[src/rtl/usbf_dma_eng.sv]
// USB function DMA engine: one 32-bit word per endpoint request,
// moved by a Wishbone master read from SRC then write to DST.
module usbf_dma_eng #(
  parameter int NCH    = 16,
  parameter int TO_CYC = 255
) (
  input  logic           clk_i,
  input  logic           rst,
  input  logic [NCH-1:0] dma_req_i,
  output logic [NCH-1:0] dma_ack_o,
  input  logic           cfg_we_i,
  input  logic [5:0]     cfg_adr_i,
  input  logic [31:0]    cfg_din_i,
  output logic [31:0]    cfg_dout_o,
  output logic [31:0]    m_adr_o,
  output logic [31:0]    m_dat_o,
  input  logic [31:0]    m_dat_i,
  output logic           m_we_o,
  output logic           m_stb_o,
  output logic           m_cyc_o,
  input  logic           m_ack_i,
  input  logic           m_err_i,
  output logic           busy_o,
  output logic           err_o,
  output logic [3:0]     err_ch_o
);

  typedef enum logic [1:0] {IDLE, RD, WR, DONE} st_t;

  st_t         st_q, st_d;
  logic [31:0] src_q [NCH];
  logic [31:0] dst_q [NCH];
  logic [2:0]  ctrl_q [NCH];
  logic [3:0]  ch_q, last_q, gnt, idx;
  logic [31:0] sa_q, da_q, dat_q;
  logic [7:0]  to_q;
  logic        err_q;
  logic [3:0]  errch_q;
  logic [NCH-1:0] elig;
  logic        any, ack_ok, abort, phase;
  logic [3:0]  cch;
  logic [1:0]  creg;
  logic        cok;

  assign cch    = cfg_adr_i[5:2];
  assign creg   = cfg_adr_i[1:0];
  assign cok    = ({1'b0, cch} < 5'(NCH));
  assign phase  = (st_q == RD) || (st_q == WR);
  assign ack_ok = m_ack_i && !m_err_i;
  assign abort  = phase && (m_err_i ||
                  (!m_ack_i && to_q == 8'(TO_CYC - 1)));

  // eligible channels: requesting and enabled
  always_comb begin
    elig = '0;
    for (int i = 0; i < NCH; i++)
      elig[i] = dma_req_i[i] && ctrl_q[i][0];
  end

  // round-robin search starting after the last grant
  always_comb begin
    any = 1'b0;
    gnt = '0;
    idx = '0;
    for (int k = 1; k <= NCH; k++) begin
      idx = 4'((int'(last_q) + k) % NCH);
      if (!any && elig[idx]) begin
        any = 1'b1;
        gnt = idx;
      end
    end
  end

  // FSM state register
  always_ff @(posedge clk_i or negedge rst)
    if (!rst) st_q <= IDLE;
    else      st_q <= st_d;

  // FSM next state
  always_comb begin
    st_d = st_q;
    unique case (st_q)
      IDLE: if (any) st_d = RD;
      RD: begin
        if (abort)       st_d = IDLE;
        else if (ack_ok) st_d = WR;
      end
      WR: begin
        if (abort)       st_d = IDLE;
        else if (ack_ok) st_d = DONE;
      end
      DONE: st_d = IDLE;
      default: st_d = IDLE;
    endcase
  end

  // FSM outputs: bus strobes and completion pulse
  always_comb begin
    m_cyc_o   = 1'b0;
    m_stb_o   = 1'b0;
    m_we_o    = 1'b0;
    m_adr_o   = '0;
    dma_ack_o = '0;
    unique case (st_q)
      RD: begin
        m_cyc_o = 1'b1;
        m_stb_o = 1'b1;
        m_adr_o = sa_q;
      end
      WR: begin
        m_cyc_o = 1'b1;
        m_stb_o = 1'b1;
        m_we_o  = 1'b1;
        m_adr_o = da_q;
      end
      DONE: dma_ack_o[ch_q] = 1'b1;
      default: ;
    endcase
  end

  assign m_dat_o  = dat_q;
  assign busy_o   = (st_q != IDLE);
  assign err_o    = err_q;
  assign err_ch_o = errch_q;

  // transfer context, read data and ack timeout counter
  always_ff @(posedge clk_i or negedge rst)
    if (!rst) begin
      ch_q   <= '0;
      last_q <= 4'(NCH - 1);
      sa_q   <= '0;
      da_q   <= '0;
      dat_q  <= '0;
      to_q   <= '0;
    end else begin
      unique case (st_q)
        IDLE: if (any) begin
          ch_q   <= gnt;
          last_q <= gnt;
          sa_q   <= src_q[gnt];
          da_q   <= dst_q[gnt];
          to_q   <= '0;
        end
        RD: begin
          if (ack_ok) begin
            dat_q <= m_dat_i;
            to_q  <= '0;
          end else begin
            to_q  <= to_q + 8'd1;
          end
        end
        WR: to_q <= ack_ok ? 8'd0 : to_q + 8'd1;
        default: ;
      endcase
    end

  // sticky error flag; a new abort beats a clear
  always_ff @(posedge clk_i or negedge rst)
    if (!rst) begin
      err_q   <= 1'b0;
      errch_q <= '0;
    end else begin
      if (cfg_we_i && creg == 2'd3 && cfg_din_i[0]) begin
        err_q   <= 1'b0;
        errch_q <= '0;
      end
      if (abort) begin
        err_q   <= 1'b1;
        errch_q <= ch_q;
      end
    end

  // channel registers; DONE pointer update overrides a config write
  always_ff @(posedge clk_i or negedge rst)
    if (!rst) begin
      for (int i = 0; i < NCH; i++) begin
        src_q[i]  <= '0;
        dst_q[i]  <= '0;
        ctrl_q[i] <= '0;
      end
    end else begin
      if (abort)
        ctrl_q[ch_q] <= ctrl_q[ch_q] & 3'b110;
      if (cfg_we_i && cok) begin
        unique case (creg)
          2'd0: src_q[cch]  <= cfg_din_i;
          2'd1: dst_q[cch]  <= cfg_din_i;
          2'd2: ctrl_q[cch] <= cfg_din_i[2:0];
          default: ;
        endcase
      end
      if (st_q == DONE) begin
        if (ctrl_q[ch_q][1]) src_q[ch_q] <= sa_q + 32'd4;
        if (ctrl_q[ch_q][2]) dst_q[ch_q] <= da_q + 32'd4;
      end
    end

  // config read mux
  always_comb begin
    cfg_dout_o = '0;
    if (creg == 2'd3)
      cfg_dout_o = {27'b0, errch_q, err_q};
    else if (cok) begin
      unique case (creg)
        2'd0: cfg_dout_o = src_q[cch];
        2'd1: cfg_dout_o = dst_q[cch];
        2'd2: cfg_dout_o = {29'b0, ctrl_q[cch]};
        default: ;
      endcase
    end
  end

endmodule

[config.mk]
export PLATFORM = sky130hd
export DESIGN_NAME = usbf_dma_eng
export DESIGN_NICKNAME = d
export VERILOG_FILES = /design/src/rtl/usbf_dma_eng.sv
export SDC_FILE = /design/constraint.sdc
export NUM_CORES = 2
export LEC_CHECK = 0
export CORE_UTILIZATION = 57
export CTS_CLUSTER_DIAMETER = 120
export DETAILED_ROUTE_END_ITERATION = 8
export GPL_ROUTABILITY_DRIVEN = 0
export PLACE_DENSITY_LB_ADDON = 0.15
export SYNTH_ARGS = -nofsm -noshare
export SYNTH_HDL_FRONTEND = slang
export SYNTH_SLANG_ARGS = --single-unit
[constraint.sdc]
create_clock -name clk_i -period 5 [get_ports clk_i]
set_clock_uncertainty 0.2 [all_clocks]
set_input_delay 0.75 -clock clk_i [delete_from_list [all_inputs] [get_ports clk_i]]
set_output_delay 0.75 -clock clk_i [all_outputs]
set_load 0.03 [all_outputs]
Yosys cells after proc, flatten, opt, wreduce, memory -nomap -nowiden. Cells that the tools add are included.

Logic and storage cells: 308. Output and inout bits: 121. Flip-flop bits (word level): 1191.

Bitwise logic cells: 3. Order comparisons: 23. $add $sub $neg: 19. Reductions and logical operators: 68. Equal/unequal tests: 10. Mux-type cells: 128.

Operators with widths (count): two-way mux 512 bit (8); bitwise mux 512 bit (4); binary-select mux 32 bit (select 4 bit) (4); two-way mux 32 bit (11); demux 32 bit (select 4 bit) (2); two-way mux 48 bit (3); bitwise mux 48 bit (2); one-hot mux 32 bit (3 select lines) (1); less-than comparator 4 x 5 -> 1 bit (second input constant) (17); two-way mux 4 bit (18); adder 32 x 3 -> 32 bit (second input constant) (2); binary-select mux 1 bit (select 4 bit) (16); one-hot mux 32 bit (2 select lines) (1); logical AND 1 bit (39); two-way mux 1 bit (37); adder 4 bit (second input constant) (8); binary-select mux 3 bit (select 4 bit) (2); demux 3 bit (select 4 bit) (2); two-way mux 3 bit (6); zero test 1 bit (17); adder 4 x 3 -> 4 bit (second input constant) (4); two-way mux 16 bit (1); two-way mux 8 bit (2); one-hot mux 8 bit (2 select lines) (1); other kinds (21) (43).

Depth between registers and ports, before layout.
Depth in word-level cells: 53. Mapped depth: 22.

Worst setup path before layout. No wires, ideal clock.

Path kind: register to register. From: register last_q[2]. To: register sa_q[12]. Cell stages (with the launch flop): 20. Arrival time: 4431 ps. Setup slack: 239 ps. Data required time: 4669 ps. Library setup time: 131 ps. Path through: dfstp_2 -> buf_2 -> clkinv_1 -> ha_1 -> buf_2 -> clkbuf_1 -> buf_2 -> mux4_2 -> o311a_1 -> and3_4 -> and4_1 -> buf_4 -> a22oi_2 -> a22o_1 -> buf_6 -> buf_6 -> buf_2 -> mux2_1 -> o211ai_1 -> nand3_1.

Cells in the longest elaborated chain, start to end: 53. Elaborated cells on any way between the ends: 115. Those cells by class: add/sub (16); mux (67); bitwise (1); reduce/logical (31).

RTL lines: from (decl) (line 34) `logic [3:0] ch_q, last_q, gnt, idx;`; from (signal assigned) (line 130) `last_q <= 4'(NCH - 1);`; from (signal assigned) (line 139) `last_q <= gnt;`; adder 4 x 1 -> 4 bit (line 66) `idx = 4'((int'(last_q) + k) % NCH);`; binary-select mux 1 bit (select 4 bit) (line 67) `if (!any && elig[idx]) begin`; two-way mux 1 bit (not written as such) (line 67); two-way mux 1 bit (line 67); zero test 1 bit (line 67); logical AND 1 bit (line 67); two-way mux 1 bit (line 67); zero test 1 bit (line 67); [36 not listed]; logical AND 1 bit (line 67); two-way mux 1 bit (line 67); zero test 1 bit (line 67); logical AND 1 bit (line 67); two-way mux 4 bit (line 67); inverter 4 -> 5 bit (not written as such) (line 140) `sa_q <= src_q[gnt];`; binary-select mux 32 bit (select 4 bit) (line 140); two-way mux 32 bit (not written as such) (2 in series) (line 140); to (signal assigned) (line 140); to (decl) (line 35) `logic [31:0] sa_q, da_q, dat_q;`.

Parallel ways exist; a longest one is shown, timed or not. The select of a mux whose other input is x is not followed. A chain may end at the register's enable or synchronous reset.

Worst setup path after layout.
From: register last_q[2]. To: register da_q[16].

Cells in the longest elaborated chain, start to end: 53. Elaborated cells on any way between the ends: 115. Those cells by class: add/sub (16); mux (67); bitwise (1); reduce/logical (31).

RTL lines: adder 4 x 1 -> 4 bit (line 66); binary-select mux 1 bit (select 4 bit) (line 67); two-way mux 1 bit (not written as such) (line 67); two-way mux 1 bit (line 67); zero test 1 bit (line 67); logical AND 1 bit (line 67); two-way mux 1 bit (line 67); zero test 1 bit (line 67); [36 not listed]; logical AND 1 bit (line 67); two-way mux 1 bit (line 67); zero test 1 bit (line 67); logical AND 1 bit (line 67); two-way mux 4 bit (line 67); inverter 4 -> 5 bit (not written as such) (line 141) `da_q <= dst_q[gnt];`; binary-select mux 32 bit (select 4 bit) (line 141); two-way mux 32 bit (not written as such) (2 in series) (line 141); to (signal assigned) (line 141); to (decl) (line 35).

Parallel ways exist; a longest one is shown, timed or not. The select of a mux whose other input is x is not followed.

==> impl_results.md <==
- Status: completed
- Via count: 64.0k
- Worst vdd ir: 1810 µV
- DP Area: 81400 µm²
- First-pass GRT wire length: 416000 µm
- Critical path endpoint category: flip-flop
- Worst EP arrival: 5.40 ns
- GR Overflow Total: 0
- Ys async rst share: 100%
- Register area share after synthesis: 39.5%
- Mapped Nets: 7421
- # nets final: 7440
- Site Rows: 133
- Dpl hpwl: 176000 µm
- Vias per Instance: 6.95
- Drt pass-1 iters: 6
- Multi-input gate area: 43100 µm²
- Synthesis warning total: 0
- Power density cells: 841 nW/µm²
- Post-synthesis simple-gate area fraction: 9.11%
- Adder-cell share of the synthesized area: 0.249%
- Cts bufs inserted: 140
- Total I/O pin count: 212
- Combinational family with the most area after synthesis: multiplexers
- Synthesized area: 75500 µm²
- Area fraction in compound gates after synthesis: 10.8%
- Area leader, netlist: dfrtp_1
- Clock Path Buffers: 3
- Fmax: 202 MHz
- Clock Latency Late Sink: 0.79 ns
- Fill count: 10.2k
- Pleak: 38.2 nW
- Clk Tree Root Cell: clkbuf_16
- Synthesized area per cell: 10.3 µm²
- CP required: 5.45 ns
- Normalized max-slew margin: 10.9%
- DRC: 0
- Drt first-iter violations: 8640
- Synth top area share: 39.4%
- Dpl ws: -0.115 ns
- Netlist cell types: 80
- Die X: 366 µm
- Clock-pin slew of the registers on the worst-case setup and hold paths: 0.06 ns
- TritonCTS clock tree: built
- Die H: 366 µm
- Sequential Area: 29800 µm²
- Max-slew violations: 0
- Main area contributors after synthesis: dfrtp_1 39%, mux2i_1 22%, mux4_2 11%
- # setup viols final: 0
- Post-DR wirelength/cell: 30.8 µm
- Worst setup margin: 0.0553 ns
- Core area: 131000 µm²
- CP Cell Sequence: buf_4 -> ha_2 -> xnor2_1 -> mux4_2 -> o311ai_0 -> o21ai_1 -> a221oi_1 -> a22o_4 -> buf_12 -> buf_4 -> mux2_2 -> o211ai_1 -> nand3_1
- Layout cells sized above 1: 16.5%
- Clk sinks: 1191
- Crit-path max FO: 18
- Vias in the first global route: 60.9k
- Post-route ant nets: 0
- Slew @ Worst Pin: 1.33 ns
- Final hold violation count: 0
- Max stage delay on crit path: 0.64 ns
- Buffers on Ports: 211
- Tmin final: 4.94 ns
- Critical path type: flip-flop to flip-flop
- Max-cap violations: 0
- Post-synth EDFFs: 0
- Crit-path slowest cell: o311ai_0
- CTS H-tree depth: 4
- Design area: 86100 µm²
- Die area: 134000 µm²
- Antenna violations before repair: 16
- Area share of xor/xnor cells in the synthesized design: 0.822%
- Final core occ: 65.5%
- Most common cell on crit path: buf_4
- Cells after Synth: 7315
- Final Power: 72.4 mW
- P&R area growth vs syn: 14.1%
- Pin count of the biggest net entering global routing: 130
- Min Hold Slack: 0.288 ns
- Multiplexer area fraction after synthesis: 35.3%
- Synthesis-stage register bit count: 1191
- Hold Path Class: flip-flop to flip-flop
- Initial Util: 57.4%
- Period utilisation layout: 98.9%
- GR Util All Layers: 41.8%
- Worst setup SP type: flip-flop
- Final WL: 283000 µm
- Main flop type after synthesis: dfrtp_1
[layer usage]
metal,share of wire (%),vias to the layer above,wire [µm],GRT usage [%]
met5,0.012,-,34,0
met3,13,1045,37400,11.6
li1,-,26718,-,-
met2,43,4629,122000,61.1
met1,37,31574,105000,56.3
met4,6.5,4,18400,23.2
[cell type report]
cell class / instances / share of cell area [%]
Inverter: 18 / 0.0828
Timing Repair Buffer: 602 / 7.38
Tap cell: 1755 / 2.55
Sequential cell: 1191 / 34.6
Multi-Input combinational cell: 5381 / 50.0
Antenna cell: 10 / 0.0291
Clock buffer: 216 / 4.87
Clock inverter: 34 / 0.452
[synth_stat cells, types with 5 or more instances]
| cell | instances |
|---|---|
| mux2i_1 | 1646 |
| dfrtp_1 | 1187 |
| nor2_1 | 1123 |
| a21oi_1 | 1038 |
| clkbuf_1 | 572 |
| mux4_2 | 364 |
| nand2_1 | 245 |
| a22oi_1 | 159 |
| mux2_2 | 125 |
| nand3_1 | 109 |
| o21ai_0 | 92 |
| o211ai_1 | 78 |
| buf_1 | 53 |
| mux2_1 | 48 |
| buf_4 | 46 |
| xnor2_1 | 45 |
| nor2b_1 | 36 |
| nand4_1 | 34 |
| buf_2 | 31 |
| xor2_1 | 24 |
| buf_6 | 23 |
| and3_1 | 17 |
| ha_1 | 15 |
| inv_1 | 14 |
| and2_1 | 13 |
| nor3_1 | 13 |
| o2111ai_1 | 10 |
| o31ai_1 | 10 |
| or2_2 | 9 |
| and4_1 | 8 |
| nand2b_1 | 8 |
| nand4b_1 | 8 |
| a41oi_1 | 7 |
| nand3b_1 | 7 |
| o22ai_1 | 7 |
| a21boi_0 | 6 |
| or3_1 | 6 |
| a31oi_1 | 5 |
| o21ai_1 | 5 |
[flip-flops by register name (all words and copies together), names as in the netlist, 8 cells and up]
name     count
ctrl_q      48
dst_q      512
sa_q        32
m_dat_o     32
src_q      512
da_q        32
to_q         8
[cells by family after synthesis]
kind of cell | after synthesis
multiplexers | 2184
AND/OR/NAND/NOR | 1655
AO/OA/AOI/OAI | 1457
flip-flops | 1191
buffers and inverters | 743
XOR/XNOR | 70
adder cells (fa/ha/maj) | 15
[placed cells by master, fill, tap and decap left out, types with 36 or more instances in the layout]
| cell type | n |
|---|---|
| clkbuf_16 | 142 |
| clkbuf_8 | 36 |
| buf_12 | 105 |
| nor2_1 | 1113 |
| a22oi_1 | 159 |
| nand2_1 | 191 |
| xnor2_1 | 44 |
| mux2i_1 | 1645 |
| buf_4 | 305 |
| o21ai_0 | 90 |
| mux2_1 | 48 |
| nand3_1 | 109 |
| clkbuf_1 | 38 |
| nand2_4 | 54 |
| clkdlybuf4s50_1 | 182 |
| mux4_2 | 364 |
| dfrtp_1 | 1187 |
| o211ai_1 | 78 |
| a21oi_1 | 1038 |
| mux2_2 | 125 |
[metrics by stage]
step | std cells | setup TNS, ns
2_1_floorplan | 7315 | 0
5_1_grt | 9205 | -0.00565
6_report | 9207 | 0
3_5_place_dp | 8941 | -0.440
4_1_cts | 9192 | 0
3_3_place_gp | 8941 | -0.0142
[worst max-delay path, delay by kind of cell (launching register included)]
family	cells	cell delay, ns
AO/OA/AOI/OAI	5	1.93
multiplexers	2	0.74
buffers and inverters	3	0.72
flip-flops	1	0.53
adder cells (fa/ha/maj)	1	0.28
XOR/XNOR	1	0.23
AND/OR/NAND/NOR	1	0.15
[what timing repair did]
item	in CTS	in global routing
hold buffers	1	0
setup endpoints to repair	0	64
resized for setup	0	15
setup buffers	0	5
hold endpoints to repair	89	0
[final timing paths]
| kind | from | end | slack (ns) | depth (start not counted) |
|---|---|---|---|---|
| worst max-delay path | last_q[2]$_DFFE_PN1P_ | da_q[16]$_DFFE_PN0P_ | 0.06 | 13 |
| worst min-delay path | to_q[7]$_DFFE_PN0P_ | to_q[7]$_DFFE_PN0P_ | 0.29 | 1 |
| worst max register to register | last_q[2]$_DFFE_PN1P_ | da_q[16]$_DFFE_PN0P_ | 0.06 | 13 |
| worst min register to register | to_q[7]$_DFFE_PN0P_ | to_q[7]$_DFFE_PN0P_ | 0.29 | 1 |
| max in group asynchronous | rst | sa_q[16]$_DFFE_PN0P_ | 2.86 | 3 |
| min in group asynchronous | rst | to_q[6]$_DFFE_PN0P_ | 0.36 | 2 |
[report_power, final]
part           total, mW  internal [mW]  switching [mW]
registers           14.5           12.1            2.37
logic               47.6           20.5            27.1
clock network       10.4           6.00            4.39
No activity file was read; power rests on OpenSTA's default activity.
